--- config.mk ---
export PLATFORM = sky130hd
export DESIGN_NAME = heq_master_sequencer
export DESIGN_NICKNAME = d
export VERILOG_FILES = /design/src/rtl/heq_master_sequencer.sv
export SDC_FILE = /design/constraint.sdc
export NUM_CORES = 1
export LEC_CHECK = 0
export BUFFER_PORTS_ARGS = -buffer_cell sky130_fd_sc_hd__buf_2
export CORE_AREA = 2 2 291 293
export CTS_CLUSTER_SIZE = 28
export DETAILED_ROUTE_END_ITERATION = 10
export DIE_AREA = 0 0 293 295
export MAX_ROUTING_LAYER = met4
export PLACE_DENSITY = 0.3
export SYNTH_ARGS = -nofsm -noshare
export SYNTH_HDL_FRONTEND = slang
export SYNTH_SLANG_ARGS = --single-unit
--- constraint.sdc ---
create_clock -name clock -period 1.9 [get_ports clock]
set_input_delay 0.38 -clock clock [delete_from_list [all_inputs] [get_ports clock]]
set_output_delay 0.38 -clock clock [all_outputs]
set_load 0.01 [all_outputs]
--- src/rtl/heq_master_sequencer.sv ---
// Frame sequencer for the histogram equalizer: steps HIST -> CDF -> DIV, owns the
// shared scratch-memory port, and traps engines that stall with a per-phase watchdog.
`timescale 1ns/1ps
module heq_master_sequencer #(
    parameter int          PHASE_TIMEOUT   = 1000000,
    parameter int          TO_W            = 20,
    parameter logic [15:0] LAST_INPUT_ADDR = 16'd16383
) (
    input  logic           clock,
    input  logic           reset,
    input  logic           go,
    input  logic           abort,
    input  logic           input_mem_loaded,
    input  logic [15:0]    hist_input_raddr,
    input  logic           histogram_computation_done,
    input  logic           cdf_done,
    input  logic           divider_done,
    output logic           start_histogram,
    output logic           start_cdf,
    output logic           start_divider,
    output logic           input_mem_read_finished,
    input  logic           hist_sc_WE,
    input  logic [15:0]    hist_sc_waddr,
    input  logic [127:0]   hist_sc_wdata,
    input  logic [15:0]    hist_sc_raddr0,
    input  logic [15:0]    hist_sc_raddr1,
    input  logic           cdf_sc_WE,
    input  logic [15:0]    cdf_sc_waddr,
    input  logic [127:0]   cdf_sc_wdata,
    input  logic [15:0]    cdf_sc_raddr0,
    input  logic [15:0]    cdf_sc_raddr1,
    input  logic           div_sc_WE,
    input  logic [15:0]    div_sc_waddr,
    input  logic [127:0]   div_sc_wdata,
    input  logic [15:0]    div_sc_raddr0,
    input  logic [15:0]    div_sc_raddr1,
    output logic           sc_WE,
    output logic [15:0]    sc_waddr,
    output logic [127:0]   sc_wdata,
    output logic [15:0]    sc_raddr0,
    output logic [15:0]    sc_raddr1,
    output logic           busy,
    output logic           frame_done,
    output logic           error,
    output logic [1:0]     error_code,
    output logic           illegal_write,
    output logic [2:0]     phase
);

    typedef enum logic [2:0] {
        S_IDLE  = 3'd0,
        S_HIST  = 3'd1,
        S_CDF   = 3'd2,
        S_DIV   = 3'd3,
        S_DONE  = 3'd4,
        S_ERROR = 3'd5
    } state_t;

    typedef enum logic [1:0] {
        OWN_NONE = 2'd0,
        OWN_HIST = 2'd1,
        OWN_CDF  = 2'd2,
        OWN_DIV  = 2'd3
    } owner_t;

    state_t            state;
    state_t            next_state;
    owner_t            owner;
    owner_t            next_owner;
    logic [TO_W-1:0]   wdog;
    logic [TO_W-1:0]   next_wdog;
    logic [1:0]        next_code;
    logic              next_rf;
    logic [2:0]        next_start;
    logic              in_phase;
    logic              phase_done;
    logic              timed_out;

    assign in_phase  = (state == S_HIST) || (state == S_CDF) || (state == S_DIV);
    assign timed_out = in_phase && (wdog == TO_W'(PHASE_TIMEOUT - 1));

    always_comb begin
        phase_done = 1'b0;
        case (state)
            S_HIST:  phase_done = histogram_computation_done;
            S_CDF:   phase_done = cdf_done;
            S_DIV:   phase_done = divider_done;
            default: phase_done = 1'b0;
        endcase
    end

    always_ff @(posedge clock or negedge reset) begin
        if (!reset) state <= S_IDLE;
        else        state <= next_state;
    end

    // Abort beats a done flag, which beats the watchdog.
    always_comb begin
        next_state = state;
        if (abort) begin
            next_state = S_IDLE;
        end else begin
            case (state)
                S_IDLE:  if (go && input_mem_loaded) next_state = S_HIST;
                S_HIST:  if (phase_done) next_state = S_CDF;
                         else if (timed_out) next_state = S_ERROR;
                S_CDF:   if (phase_done) next_state = S_DIV;
                         else if (timed_out) next_state = S_ERROR;
                S_DIV:   if (phase_done) next_state = S_DONE;
                         else if (timed_out) next_state = S_ERROR;
                S_DONE:  next_state = S_IDLE;
                S_ERROR: next_state = S_ERROR;
                default: next_state = S_IDLE;
            endcase
        end
    end

    always_comb begin
        next_start = {next_state == S_DIV, next_state == S_CDF, next_state == S_HIST};
        case (next_state)
            S_HIST:  next_owner = OWN_HIST;
            S_CDF:   next_owner = OWN_CDF;
            S_DIV:   next_owner = OWN_DIV;
            default: next_owner = OWN_NONE;
        endcase
        next_wdog = '0;
        if (in_phase && (next_state == state)) next_wdog = wdog + TO_W'(1);
        next_code = error_code;
        if (abort) next_code = 2'd0;
        else if ((next_state == S_ERROR) && (state != S_ERROR)) next_code = state[1:0];
        next_rf = (state == S_HIST) && (next_state == S_HIST) &&
                  (input_mem_read_finished || (hist_input_raddr == LAST_INPUT_ADDR));
    end

    always_ff @(posedge clock or negedge reset) begin
        if (!reset) begin
            start_histogram         <= 1'b0;
            start_cdf               <= 1'b0;
            start_divider           <= 1'b0;
            owner                   <= OWN_NONE;
            wdog                    <= '0;
            error_code              <= 2'd0;
            input_mem_read_finished <= 1'b0;
        end else begin
            start_histogram         <= next_start[0];
            start_cdf               <= next_start[1];
            start_divider           <= next_start[2];
            owner                   <= next_owner;
            wdog                    <= next_wdog;
            error_code              <= next_code;
            input_mem_read_finished <= next_rf;
        end
    end

    // Sticky: any write enable from an engine that does not own the port.
    always_ff @(posedge clock or negedge reset) begin
        if (!reset) begin
            illegal_write <= 1'b0;
        end else if ((hist_sc_WE && (owner != OWN_HIST)) ||
                     (cdf_sc_WE  && (owner != OWN_CDF))  ||
                     (div_sc_WE  && (owner != OWN_DIV))) begin
            illegal_write <= 1'b1;
        end
    end

    always_comb begin
        sc_WE     = 1'b0;
        sc_waddr  = '0;
        sc_wdata  = '0;
        sc_raddr0 = '0;
        sc_raddr1 = '0;
        case (owner)
            OWN_HIST: begin
                sc_WE     = hist_sc_WE;
                sc_waddr  = hist_sc_waddr;
                sc_wdata  = hist_sc_wdata;
                sc_raddr0 = hist_sc_raddr0;
                sc_raddr1 = hist_sc_raddr1;
            end
            OWN_CDF: begin
                sc_WE     = cdf_sc_WE;
                sc_waddr  = cdf_sc_waddr;
                sc_wdata  = cdf_sc_wdata;
                sc_raddr0 = cdf_sc_raddr0;
                sc_raddr1 = cdf_sc_raddr1;
            end
            OWN_DIV: begin
                sc_WE     = div_sc_WE;
                sc_waddr  = div_sc_waddr;
                sc_wdata  = div_sc_wdata;
                sc_raddr0 = div_sc_raddr0;
                sc_raddr1 = div_sc_raddr1;
            end
            default: ;
        endcase
    end

    assign busy       = in_phase;
    assign frame_done = (state == S_DONE);
    assign error      = (state == S_ERROR);
    assign phase      = state;

endmodule

==> summary.txt <==
Run status
  – Status: finished, violations left
  – Failing checks: negative setup slack

Worst setup path
  – CP max-delay cell: dfrtp_4
  – CP Capture Type: primary output
  – Most used cell, CP: buf_12
  – Worst path depth: 5
  – Worst path max stage delay: between 500 and 600 ps
  – Crit-path max FO: 8
  – Crit path DAT: 1910 ps
  – CP Data Required Time: 1520 ps
  – Critical path class: reg -> out
  – Cells on worst reg2reg path: 6
  – Worst-path cell chain: buf_12 > buf_12 > mux2_4 > a22o_4 > buf_6
  – Worst path top cell family by delay: flip-flops
  – Startpoint types: register
  – WP buf/inv: 3

Floorplan
  – Chip width: between 200 and 300 µm
  – Die height: between 200 and 300 µm
  – Core area: a little over 80000 µm²
  – Die area: 86400 µm²
  – Initial Util: 6.59%
  – Cell Rows: ~110
  – Num ports: 745

Detailed routing
  – WL/cell: 23.8 µm
  – Pre-antenna DRT Iters: 5
  – Vias/cell: 3.51
  – Remaining DRCs: 0
  – Antenna Nets Post-Route: 0
  – Initial DRC count: 460
  – Via count: 8708
  – Drt total wl: 59.0 mm

GRT
  – Largest net degree at the start of global routing: slightly above 70
  – Total track usage: between 10% and 20%
  – Vias in the first global route: 8722
  – Initial antenna violation count: 12
  – First-pass GRT wire length: a little over 70 mm
  – GR Overflow Total: 0

Cells and area
  – Layout cells sized above 1: about four fifths
  – Final net count: 1949
  – Final Util: between 10% and 20%
  – Fill cell count: 9413
  – Syn-to-layout area delta: 147%

Timing
  – Min cycle time layout: ~2300 ps
  – Slew headroom: 63.0%
  – Final Hold Fails: 0
  – RSZ-0062 raised after global routing: yes
  – Fin crit share: 120%
  – Final setup viols: 192
  – Max Clock Freq: 437 MHz
  – Clock skew: about 8.0 ps
  – PnR worst setup slack: -389 ps
  – Final Max Tran Viols: 0
  – Worst-margin pin slew: around 560 ps

CTS
  – CTS buffer count: 5
  – Num Clock Sinks: 32
  – CTS max path bufs: 2
  – Skew-Pair Late Insertion Delay: 280 ps
  – TritonCTS clock tree: done
  – Reg clk slew, reported paths: 60 ps
  – CTS Root Cell: clkbuf_16
  – CTS HTree Levels: 2
  – Hold_buf cts: 0

Synth
  – Synth area leaders: mux2_2, a22o_1, dfrtp_1
  – Leading area contributor after synthesis: mux2_2
  – Commonest cells in the netlist: a22o_1, mux2_2, clkbuf_1, nor2_1, dfrtp_1
  – Async SR Flop Fraction: 100%
  – Synth Area per Inst: 9.27 µm²
  – Syn_nets: around 1100
  – Main flop type after synthesis: dfrtp_1
  – YS warnings: 0
  – Seq cells post-synth: 32
  – Post-synthesis cell count: 591
  – Sequential area share after synthesis: ~15%
  – Post-synth EDFFs: 0
  – Distinct cells, synth: 44
  – Synth Cell Area: 5480 µm²
  – Post-synth top area share: 36.4%

Power and ir drop
  – PD cells: 326 nW/µm²
  – Max IR drop VDD: ~0.00038 V
  – Power, Total: 4.42 mW
  – Leakage power: 6.66 nW

Place
  – DP HPWL: a little under 50 mm
  – RD Place Congestion: 0.918
  – IO buf count: 744

Job
  – Total of max-cap violations: 0

Hold path
  – Hold Crit Class: in -> async
[final timing paths]
path | startpoint | endpoint | slack [ps]
worst max register to register | wdog[15] | wdog[14] | -20
min in group clock | abort | phase[2] | 490
max in group asynchronous | reset | error_code[0] | 1230
worst min register to register | illegal_write | illegal_write | 490
worst max-delay path | owner[1] | sc_wdata[74] | -390
worst min-delay path | reset | wdog[14] | 90
[state kept, by name, indices dropped and copies added, names as in the netlist]
register	flops
illegal_write	1
input_mem_read_finished	1
wdog	20
error_code	2
owner	2
start_cdf	1
phase	3
start_histogram	1
start_divider	1
[cells in the final DEF (no fill, tap or decap), types with 4 or more instances in the layout]
cell,count
a22o_4,42
nand3_1,13
buf_16,9
xnor2_1,5
clkbuf_16,11
nand2_1,10
nor2_2,6
buf_8,21
a21oi_1,6
buf_4,42
buf_6,73
diode_2,9
buf_12,28
nor2_1,14
a22o_1,135
nor2_4,14
buf_2,677
inv_1,5
nand4_1,7
dfrtp_1,29
mux2_4,82
xor2_1,13
mux2_2,95
nand2_8,4
[worst reg2reg max path, stage by stage, from the launching register on]
cell and delay [ps]:
dfrtp_1 370, or4bb_4 550, nor3_4 260, nand4_4 230, buf_12 220, nand2_8 130, nor2_4 40
[metrics by stage]
step                      TNS [ps]  cell area (µm²)  cells  hold WS, ps  worst slack, ps
after floorplan              -6070             5500    591         84.4            -60.7
after CTS                   -67140            12700   2464          129             -439
after detailed placement    -10150            11100   2427          416             -260
after global placement       -8590            11100   2427          421             -238
after global routing        -65140            13500   2477          124             -418
final                       -54660            13600   2483         92.9             -389
[routing by layer]
metal / vias to the layer above / part of all wire, % / wire (µm) / GRT usage, %
li1: 3975 / - / - / -
met1: 4179 / 45 / 26300 / 16.9
met2: 524 / 42 / 24500 / 17.4
met3: 30 / 12 / 7260 / 5.84
met4: 0 / 1.6 / 952 / 2.15
met5: - / 0 / 0 / -
[power by group]
part | internal (mW) | switching [mW] | total (mW)
clock network | 0.623 | 0.328 | 0.951
logic | 1.51 | 1.26 | 2.77
registers | 0.691 | 0.0103 | 0.701
total | 2.82 | 1.60 | 4.42
[kinds of logic (layout without fill, tap and decap cells)]
group                      count (synthesis)  in the layout  share of synthesized area, %
other                                      0              9                             0
and+or+nand+nor                           96             99                          9.79
adders and majority gates                  1              1                         0.228
AOI/OAI and AO/OA                        193            193                          30.3
DFF                                       32             32                          14.6
buffers and inverters                     71            871                          5.23
muxes                                    180            180                          36.9
xor gates and xnor gates                  18             18                          2.88
[what timing repair did]
action,in CTS,in global routing
setup endpoints to repair,204,209
gates cloned,12,9
setup buffers,18,6
gates resized for setup,203,169
pin swaps,17,83
[final cells by class]
type / instances / area [µm²] / area share, %
Timing Repair Buffer: 858 / 5860 / 43.3
Multi-Input combinational cell: 491 / 5310 / 39.2
Tap cell: 1080 / 1350 / 9.97
Sequential cell: 32 / 810 / 5.97
Clock buffer: 5 / 125 / 0.923
Clock inverter: 3 / 46.3 / 0.342
Antenna cell: 9 / 22.5 / 0.166
Inverter: 5 / 18.8 / 0.138
No activity file was read; power rests on OpenSTA's default activity.
